===== src/rtl/cv32e40x_xif_outstanding_tracker_pkg.sv =====
// Shared types for the XIF outstanding-instruction tracker.
package cv32e40x_xif_outstanding_tracker_pkg;

  typedef enum logic [1:0] {
    XIF_POP_NONE   = 2'd0,
    XIF_POP_KILL   = 2'd1,
    XIF_POP_RESULT = 2'd2
  } xif_trk_pop_e;

  typedef struct packed {
    logic writeback;
    logic committed;
    logic killed;
  } xif_trk_status_t;

  // A committed-and-killed entry leaves without waiting for a result.
  function automatic logic xif_trk_kill_retire(input xif_trk_status_t st);
    return st.committed & st.killed;
  endfunction

endpackage


===== src/rtl/cv32e40x_xif_outstanding_tracker.sv =====
// Tracks offloaded XIF instructions from accept through commit/kill to result,
// in issue order, with full stall and a sticky protocol error flag.
module cv32e40x_xif_outstanding_tracker
  import cv32e40x_xif_outstanding_tracker_pkg::*;
#(
  parameter int unsigned DEPTH      = 4,
  parameter int unsigned X_ID_WIDTH = 4
) (
  input  logic                    clk,
  input  logic                    rst_n,
  input  logic                    issue_valid,
  input  logic                    issue_ready,
  input  logic [X_ID_WIDTH-1:0]   issue_id,
  input  logic                    issue_accept,
  input  logic                    issue_writeback,
  input  logic                    commit_valid,
  input  logic [X_ID_WIDTH-1:0]   commit_id,
  input  logic                    commit_kill,
  input  logic                    result_valid,
  input  logic                    result_ready,
  input  logic [X_ID_WIDTH-1:0]   result_id,
  output logic                    issue_stall_o,
  output logic                    empty_o,
  output logic [$clog2(DEPTH):0]  count_o,
  output logic [X_ID_WIDTH-1:0]   head_id_o,
  output logic                    head_wb_o,
  output logic                    protocol_err_o
);

  localparam int unsigned PTR_W = $clog2(DEPTH);
  localparam int unsigned CNT_W = PTR_W + 1;

  typedef struct packed {
    logic [X_ID_WIDTH-1:0] id;
    xif_trk_status_t       st;
  } xif_trk_entry_t;

  xif_trk_entry_t            entries_q [DEPTH];
  xif_trk_entry_t            entries_d [DEPTH];
  logic [PTR_W-1:0]          wr_ptr_q, wr_ptr_d;
  logic [PTR_W-1:0]          cmt_ptr_q, cmt_ptr_d;
  logic [PTR_W-1:0]          rd_ptr_q, rd_ptr_d;
  logic [CNT_W-1:0]          count_q, count_d;
  logic                      protocol_err_q, protocol_err_d;
  logic                      issue_stall_q, issue_stall_d;
  logic                      empty_q, empty_d;
  logic [X_ID_WIDTH-1:0]     head_id_q, head_id_d;
  logic                      head_wb_q, head_wb_d;

  xif_trk_entry_t            head;
  xif_trk_entry_t            cmt_entry;
  xif_trk_entry_t            head_nxt;
  xif_trk_pop_e              pop_kind;
  logic                      full;
  logic                      is_empty;
  logic                      cmt_avail;
  logic                      do_push;
  logic                      do_pop;
  logic                      err;

  // Next-state: push, in-order commit, single pop, error detection, output precompute.
  always_comb begin
    entries_d      = entries_q;
    wr_ptr_d       = wr_ptr_q;
    cmt_ptr_d      = cmt_ptr_q;
    rd_ptr_d       = rd_ptr_q;
    count_d        = count_q;
    pop_kind       = XIF_POP_NONE;
    do_push        = 1'b0;
    err            = 1'b0;
    full           = (count_q == CNT_W'(DEPTH));
    is_empty       = (count_q == '0);
    head           = entries_q[rd_ptr_q];
    cmt_entry      = entries_q[cmt_ptr_q];
    // When full with cmt_ptr==wr_ptr, the slot's commit flag tells all-committed from none.
    cmt_avail      = (cmt_ptr_q != wr_ptr_q) || (full && !cmt_entry.st.committed);

    if (issue_valid && issue_ready && issue_accept) begin
      if (full) begin
        err = 1'b1;
      end else begin
        do_push             = 1'b1;
        entries_d[wr_ptr_q] = '{id: issue_id,
                                st: '{writeback: issue_writeback, committed: 1'b0, killed: 1'b0}};
        wr_ptr_d            = wr_ptr_q + PTR_W'(1);
      end
    end

    if (commit_valid) begin
      if (!cmt_avail || (commit_id != cmt_entry.id)) begin
        err = 1'b1;
      end else begin
        entries_d[cmt_ptr_q].st.committed = 1'b1;
        entries_d[cmt_ptr_q].st.killed    = commit_kill;
        cmt_ptr_d                         = cmt_ptr_q + PTR_W'(1);
      end
    end

    if (!is_empty && xif_trk_kill_retire(head.st)) begin
      pop_kind = XIF_POP_KILL;
    end

    if (result_valid && result_ready) begin
      if (is_empty || (result_id != head.id) || !head.st.committed || head.st.killed) begin
        err = 1'b1;
      end else begin
        pop_kind = XIF_POP_RESULT;
      end
    end

    do_pop = (pop_kind != XIF_POP_NONE);
    if (do_pop) begin
      rd_ptr_d = rd_ptr_q + PTR_W'(1);
    end

    unique case ({do_push, do_pop})
      2'b10:   count_d = count_q + CNT_W'(1);
      2'b01:   count_d = count_q - CNT_W'(1);
      default: count_d = count_q;
    endcase

    protocol_err_d = protocol_err_q | err;
    head_nxt       = entries_d[rd_ptr_d];
    empty_d        = (count_d == '0);
    issue_stall_d  = (count_d == CNT_W'(DEPTH));
    head_id_d      = empty_d ? '0 : head_nxt.id;
    head_wb_d      = empty_d ? 1'b0 : head_nxt.st.writeback;
  end

  // State and output registers.
  always_ff @(posedge clk or negedge rst_n) begin
    if (!rst_n) begin
      for (int i = 0; i < int'(DEPTH); i++) begin
        entries_q[i] <= '0;
      end
      wr_ptr_q       <= '0;
      cmt_ptr_q      <= '0;
      rd_ptr_q       <= '0;
      count_q        <= '0;
      protocol_err_q <= 1'b0;
      issue_stall_q  <= 1'b0;
      empty_q        <= 1'b1;
      head_id_q      <= '0;
      head_wb_q      <= 1'b0;
    end else begin
      for (int i = 0; i < int'(DEPTH); i++) begin
        entries_q[i] <= entries_d[i];
      end
      wr_ptr_q       <= wr_ptr_d;
      cmt_ptr_q      <= cmt_ptr_d;
      rd_ptr_q       <= rd_ptr_d;
      count_q        <= count_d;
      protocol_err_q <= protocol_err_d;
      issue_stall_q  <= issue_stall_d;
      empty_q        <= empty_d;
      head_id_q      <= head_id_d;
      head_wb_q      <= head_wb_d;
    end
  end

  assign issue_stall_o  = issue_stall_q;
  assign empty_o        = empty_q;
  assign count_o        = count_q;
  assign head_id_o      = head_id_q;
  assign head_wb_o      = head_wb_q;
  assign protocol_err_o = protocol_err_q;

endmodule


===== config.mk =====
export PLATFORM = sky130hd
export DESIGN_NAME = cv32e40x_xif_outstanding_tracker
export DESIGN_NICKNAME = d
export VERILOG_FILES = /design/src/rtl/cv32e40x_xif_outstanding_tracker_pkg.sv /design/src/rtl/cv32e40x_xif_outstanding_tracker.sv
export SDC_FILE = /design/constraint.sdc
export NUM_CORES = 1
export LEC_CHECK = 0
export ABC_AREA = 1
export CORE_MARGIN = 4
export CORE_UTILIZATION = 30
export CTS_CLUSTER_DIAMETER = 100
export CTS_CLUSTER_SIZE = 8
export DETAILED_ROUTE_END_ITERATION = 10
export GPL_ROUTABILITY_DRIVEN = 0
export GPL_TIMING_DRIVEN = 0
export PLACE_DENSITY = 0.5
export SYNTH_ARGS = -nofsm -noshare
export SYNTH_HDL_FRONTEND = slang
export SYNTH_SLANG_ARGS = --single-unit

===== constraint.sdc =====
create_clock -name clk -period 4.57 [get_ports clk]
set_clock_uncertainty 0.2 [all_clocks]
set_input_delay 0.6855 -clock clk [delete_from_list [all_inputs] [get_ports clk]]
set_output_delay 0.6855 -clock clk [all_outputs]
set_load 0.02 [all_outputs]

==> metrics, run 1 <==
row count=34; r2r setup slk=1.08 ns; Rel. slew slack=0.630; CP arrival=3.49 ns; max_cap viols=0; Cell Area, Synth=around 2700 um2; TNS Setup=0 ns; GR Util All Layers=0.144; ANT nets after route=0; die area=between 10000 and 15000 um2; RSZ-0062 raised after global routing=false; status=finished, final reports clean; Worst Path Max Fanout=8; syn_nets=between 300 and 400; Inserted Clock Buffers=5; Avg Inst Size Synth=7.69 um2; R2R depth=18; # diodes=0; Via-to-Cell Ratio=4.75; setup bufs post-CTS=0; routed vias=between 2000 and 2500; Num Clock Sinks=45; worst vdd ir=around 300 uV; Distinct cells, synth=34; total gr overflow=0; I/O pin total=33; largest net degree at the start of global routing=34; Initial Util=0.310; CTS tree=yes; drc violations=0; vias in the first global route=2335; CTS root buffer=clkbuf_8; Setup Viol. Count Final=0; period utilization=0.764; Initial DRC Count=139; clk slew on worst S/H paths=0.09 ns; Mapped Cells=roughly 360; leak pwr=roughly 1.6 nW; Synth Register Bits=45; die width=103 um; Tmin final=between 3 and 4 ns; htree depth=2; synth warn=0; first-pass GRT wire length=11.9 mm; I/O Buffers=32; Tightest Hold Check Type=primary input to async pin; Final Max Slew Viols=0; Longest Clk Path Bufs=2; Placed Cells incl. Taps=a little under 500; final hold vios=0; CP max-delay cell=dfrtp_1; CP startpoint kind=flip-flop; CP Class=flip-flop to flip-flop; fmax=roughly 290 MHz; wire length per cell=~14 um; hold slack=roughly 0.076 ns; post_cts resized=0; Post-CTS Hold Fix Bufs=0; power density over the cells=around 750 nW/um2; worst-margin pin slew=around 0.56 ns; first-pass iteration count of the detailed router=5; Synth async-reset ratio=1.00; CORE AREA=approximately 9000 um2; Final Non-Filler Cells=504; initial antenna violation count=0; register area share after synthesis=0.413; Post-synth EDFFs=0; Setup crit end kind=flip-flop; Nets=427; Clk Latency, worst-skew pair=roughly 0.30 ns; Req. time, crit path=roughly 4.6 ns; critical-path cell list=buf_4 -> inv_1 -> nand3_1 -> nand3b_1 -> nand2_1 -> nor2_4 -> nand4_4 -> nand2_1 -> ha_1 -> inv_1 -> fa_1 -> a21oi_1 -> o21ai_0 -> xor2_1 -> nor2_1 -> inv_1 -> nand2_1 -> nor2_1; share of post-route cells with drive strength above 1=0.114; crit-path max cell delay=~0.37 ns; Die Ht=around 100 um; Synth-to-Final Area Change=21.5%; Synth Flop Type=dfrtp_1; Post-Route WL=7.24 mm; HPWL Detailed=between 5 and 6 mm
## per-stage QoR
step           total power, W  setup WS [ns]   util  area (um2)
5_1_grt               0.00272          0.794  0.377        3320
6_report              0.00249           1.08  0.377        3320
2_1_floorplan         0.00176           1.68      -        2730
3_5_place_dp          0.00218          0.805  0.363        3200
3_3_place_gp          0.00217          0.845  0.362        3180
4_1_cts               0.00251           1.04  0.377        3320
## path summary, 6_finish.rpt
path                              start           end
setup / recovery            rd_ptr_q[1]  head_id_o[2]
hold / removal                    rst_n    count_o[0]
setup reg to reg            rd_ptr_q[1]  head_id_o[2]
hold reg to reg            entries_q[8]  entries_q[8]
max in group asynchronous         rst_n  entries_q[5]
min in group clk           entries_q[8]  entries_q[8]
## per-layer routing
layer / GRT usage / vias to the layer above / wire, um / part of all wire
met5: 0 / - / 0 / 0
met4: 0.0448 / 0 / 170 / 0.023
met3: 0.0228 / 10 / 340 / 0.047
met2: 0.219 / 57 / 3240 / 0.45
met1: 0.210 / 1127 / 3500 / 0.48
li1: - / 1199 / - / -
## final cells by class
type                    instances  area [um2]
repair buffers                 33         335
inverters                      46         178
clock inverters                 1        30.0
well taps                     108         135
fillers                       920        5490
multi-input cells             255        1370
flip-flops and latches         45        1130
clock buffers                   7        86.3
plain buffers                   9        53.8
## cell usage after synthesis (2+ instances only)
| cell type | number | share of area |
|---|---|---|
| nand3_1 | 32 | 0.059 |
| dfrtp_1 | 44 | 0.40 |
| inv_2 | 4 | 0.0055 |
| nor2_4 | 2 | 0.0083 |
| inv_1 | 39 | 0.054 |
| clkinv_1 | 2 | 0.0028 |
| nand3b_1 | 4 | 0.011 |
| a21oi_1 | 9 | 0.017 |
| nor2_1 | 19 | 0.026 |
| nand2_2 | 14 | 0.032 |
| o21ai_0 | 35 | 0.064 |
| xor2_1 | 4 | 0.013 |
| nand3_4 | 2 | 0.013 |
| nand3_2 | 3 | 0.011 |
| clkbuf_1 | 5 | 0.0069 |
| buf_6 | 2 | 0.0083 |
| ha_1 | 9 | 0.041 |
| nand2_1 | 105 | 0.14 |
| xnor2_1 | 6 | 0.019 |
## sequential cells by signal, indices dropped and copies added, names as in the netlist, 2 cells and up
signal / cells
cmt_ptr_q: 2
count_o: 3
entries_q: 28
head_id_o: 4
rd_ptr_q: 2
wr_ptr_q: 2
## logic make-up after synthesis
logic type,Yosys count,synth area share
and+or+nand+nor,186,0.328
xor gates and xnor gates,10,0.0321
AOI/OAI and AO/OA,49,0.0931
adders and majority gates,10,0.0486
DFF,45,0.413
buffers and inverters,55,0.0848
## critical path: cells and delay by family (launching register included)
kind	cells	cell delay, ns
AO/OA/AOI/OAI	2	0.28
XOR/XNOR	1	0.18
adder cells (fa/ha/maj)	2	0.52
buffers and inverters	4	0.63
flip-flops	1	0.37
AND/OR/NAND/NOR	9	1.22
## power by group
part,leakage (nW),switching (W),internal [W]
clock,0.0585,0.000142,0.000179
sequential,0.547,0.000134,0.000584
combinational,1.02,0.000918,0.000532
total,1.62,0.00119,0.00130
## cell usage in the layout, fill, tap and decap left out, types with 3 or more instances in the layout
cell             count
a21oi_1              9
clkbuf_1             6
clkbuf_8             6
clkdlybuf4s50_1     31
dfrtp_1             44
ha_1                 9
inv_1               39
inv_2                4
nand2_1            105
nand2_2             14
nand3_1             32
nand3_2              3
nand3b_1             4
nor2_1              19
o21ai_0             35
xnor2_1              6
xor2_1               4
Power figures use the tool's default switching activity.
==> run 2, diff against run 1 <==
Settings changed: PLACE_DENSITY 0.5 to 0.52.
Clock period 4.57 ns to 3 ns, I/O delays scaled along.
==> metrics, run 2 (synthesized netlist as in run 1, its figures left out) <==
status=finished, final reports clean; Tmin final=2.95 ns; most frequent CP cell=nand2_1; Setup Viol. Count Final=0; most frequent cells in the layout=nand2_1 (100), dfrtp_1 (43), inv_1 (35), o21ai_0 (33), clkdlybuf4s50_1 (31); crit-path max cell delay=0.52 ns; HPWL Detailed=roughly 5.5 mm; total gr overflow=0; Placed Cells incl. Taps=roughly 500; Worst Path Max Fanout=5; worst-margin pin slew=0.566 ns; Final Util=0.399; initial antenna violation count=0; leak pwr=around 1.7 nW; Via-to-Cell Ratio=approximately 4.6; Setup crit end kind=flip-flop; RR Startpoint=rd_ptr_q[0]; most common cell after layout, fill and taps aside=nand2_1; worst vdd ir=a little under 500 uV; Inserted Clock Buffers=5; Buffers & Inverters on Critical Path=5; WHS Endpoint=entries_q[15]; max_cap viols=0; period utilization=0.983; Initial DRC Count=between 90 and 100; Req. time, crit path=3.02 ns; max reg flops=28; CP max-delay cell=fa_2; switch share=0.487; critical-path cell list=inv_4 -> buf_8 -> nand2_2 -> nand3_2 -> nand2_1 -> nand2_1 -> nand2_2 -> nor2_4 -> nand4_4 -> nand2_4 -> ha_4 -> inv_2 -> fa_2 -> o21ai_2 -> nor2_1 -> inv_1 -> nor2_4 -> inv_4 -> nand2_1 -> nor2_1; Clk Latency, worst-skew pair=slightly above 0.3 ns; htree depth=2; die area=between 10000 and 15000 um2; CTS tree=yes; CP startpoint kind=flip-flop; switching power=0.00197 W; clk slew on worst S/H paths=0.10 ns; Rel. slew slack=0.623; I/O Buffers=32; Final Max Slew Viols=0; Die Ht=just over 100 um; Final Non-Filler Cells=516; die width=between 100 and 150 um; RSZ-0062 raised after global routing=true; power density over the cells=1150 nW/um2; Logic pwr share=0.630; Nets=439; CP arrival=roughly 3.0 ns; CTS root buffer=clkbuf_8; Synth-to-Final Area Change=28.7%; first-pass iteration count of the detailed router=4; CORE AREA=between 8000 and 9000 um2; hold slack=around 0.3 ns; routed vias=around 2400; share of post-route cells with drive strength above 1=0.199; # diodes=0; Initial Util=0.310; r2r setup slk=~0.050 ns; r2r endpoint=head_wb_o; wire length per cell=14.5 um; Tightest Hold Check Type=flip-flop to flip-flop; first-pass GRT wire length=~12 mm; Placement Cell Area=between 3000 and 4000 um2; Final WS setup=approximately 0.05 ns; final instance area=3510 um2; GR Util All Layers=0.149; vias in the first global route=2456; Seq pwr share=0.271; CP Class=flip-flop to flip-flop; Post-Route WL=roughly 7.5 mm; I/O pin total=33; Hold Path Stages=2; Crit. path cell count=20; pre-CTS setup slack=-0.478 ns; Num Clock Sinks=45; Longest Clk Path Bufs=2; fmax=around 340 MHz; Worst Hold Launch=entries_q[15]; Reg with most FFs=entries_q; final hold vios=0; ANT nets after route=0; largest net degree at the start of global routing=33; R2R depth=20; Clock power frac=0.098; Internal=about 0.0021 W; critical path's top delay family=simple AND/OR/NAND/NOR gates; drc violations=0; row count=34
## run 2: changes by cell type in the layout (fill, tap and decap cells not counted), sizes merged
cell / before / now
bufinv: 1 / 0
clkinv: 2 / 3
buf: 5 / 15
clkbuf: 13 / 12
clkinvlp: 0 / 2
dlygate4sd3: 0 / 1
## run 2: worst register-to-register path, delay by kind of cell, from the launching register on
| family | cells | cell delay (ns) |
|---|---|---|
| AO/OA/AOI/OAI | 1 | 0.06 |
| adder cells (fa/ha/maj) | 2 | 0.64 |
| buffers and inverters | 5 | 0.44 |
| flip-flops | 1 | 0.45 |
| AND/OR/NAND/NOR | 12 | 1.05 |
## run 2: final cells by class
class | count | area [um2]
tap | 108 | 135
clock inverter | 3 | 21.3
fill | 912 | 5290
clock buffer | 5 | 68.8
multi-input combinational | 255 | 1460
inverter | 46 | 186
timing repair buffer | 45 | 449
buffer | 9 | 61.3
sequential | 45 | 1130
## run 2: per-layer routing
metal	vias up	global-route usage	part of all wire
met5	-	0	0
met4	0	0.0578	0.025
met3	16	0.0235	0.035
met2	53	0.242	0.46
met1	1105	0.199	0.48
li1	1222	-	-
## run 2: worst max path at each step
| stage | startpoint | endpoint | slack [ns] |
|---|---|---|---|
| 2_1_floorplan | rd_ptr_q[1] | head_id_o[3] | 0.11 |
| 3_3_place_gp | result_id[1] | head_id_o[2] | -0.48 |
| 3_5_place_dp | result_id[3] | head_id_o[2] | -0.48 |
| 4_1_cts | rd_ptr_q[0] | head_id_o[2] | -0.05 |
| 5_1_grt | rd_ptr_q[1] | head_id_o[3] | -0.13 |
| 6_report | rd_ptr_q[0] | head_wb_o | 0.05 |
## run 2: timing repair
item	in CTS	in global routing
pin swaps	6	9
gates resized for setup	18	16
setup endpoints to repair	7	8
setup buffers	6	4
cloned	0	1
hold buffers	1	0
endpoints found under the hold margin	12	0
## run 2: per-stage QoR
stage | TNS, ns | total power, W
global placement | -7.92 | 0.00328
detailed placement | -2.31 | 0.00331
CTS | -0.152 | 0.00388
finish | 0 | 0.00404
global route | -0.673 | 0.00443
floorplan | 0 | 0.00269
## run 2: power groups by stage
| stage | Sequential, W | Combinational, W | Clock [W] |
|---|---|---|---|
| after global routing | 0.00113 | 0.00286 | 0.000437 |
| after CTS | 0.00109 | 0.00238 | 0.000411 |
| after global placement | 0.00110 | 0.00218 | 0 |
| after floorplan | 0.00112 | 0.00156 | 0 |
| after detailed placement | 0.00110 | 0.00221 | 0 |
| final | 0.00110 | 0.00255 | 0.000397 |
==> run 3, diff against run 2 <==
Settings changed: GPL_ROUTABILITY_DRIVEN 0 to 1.
==> results of run 3 <==
The final DEF is identical to that of run 2; final timing and power are the same.
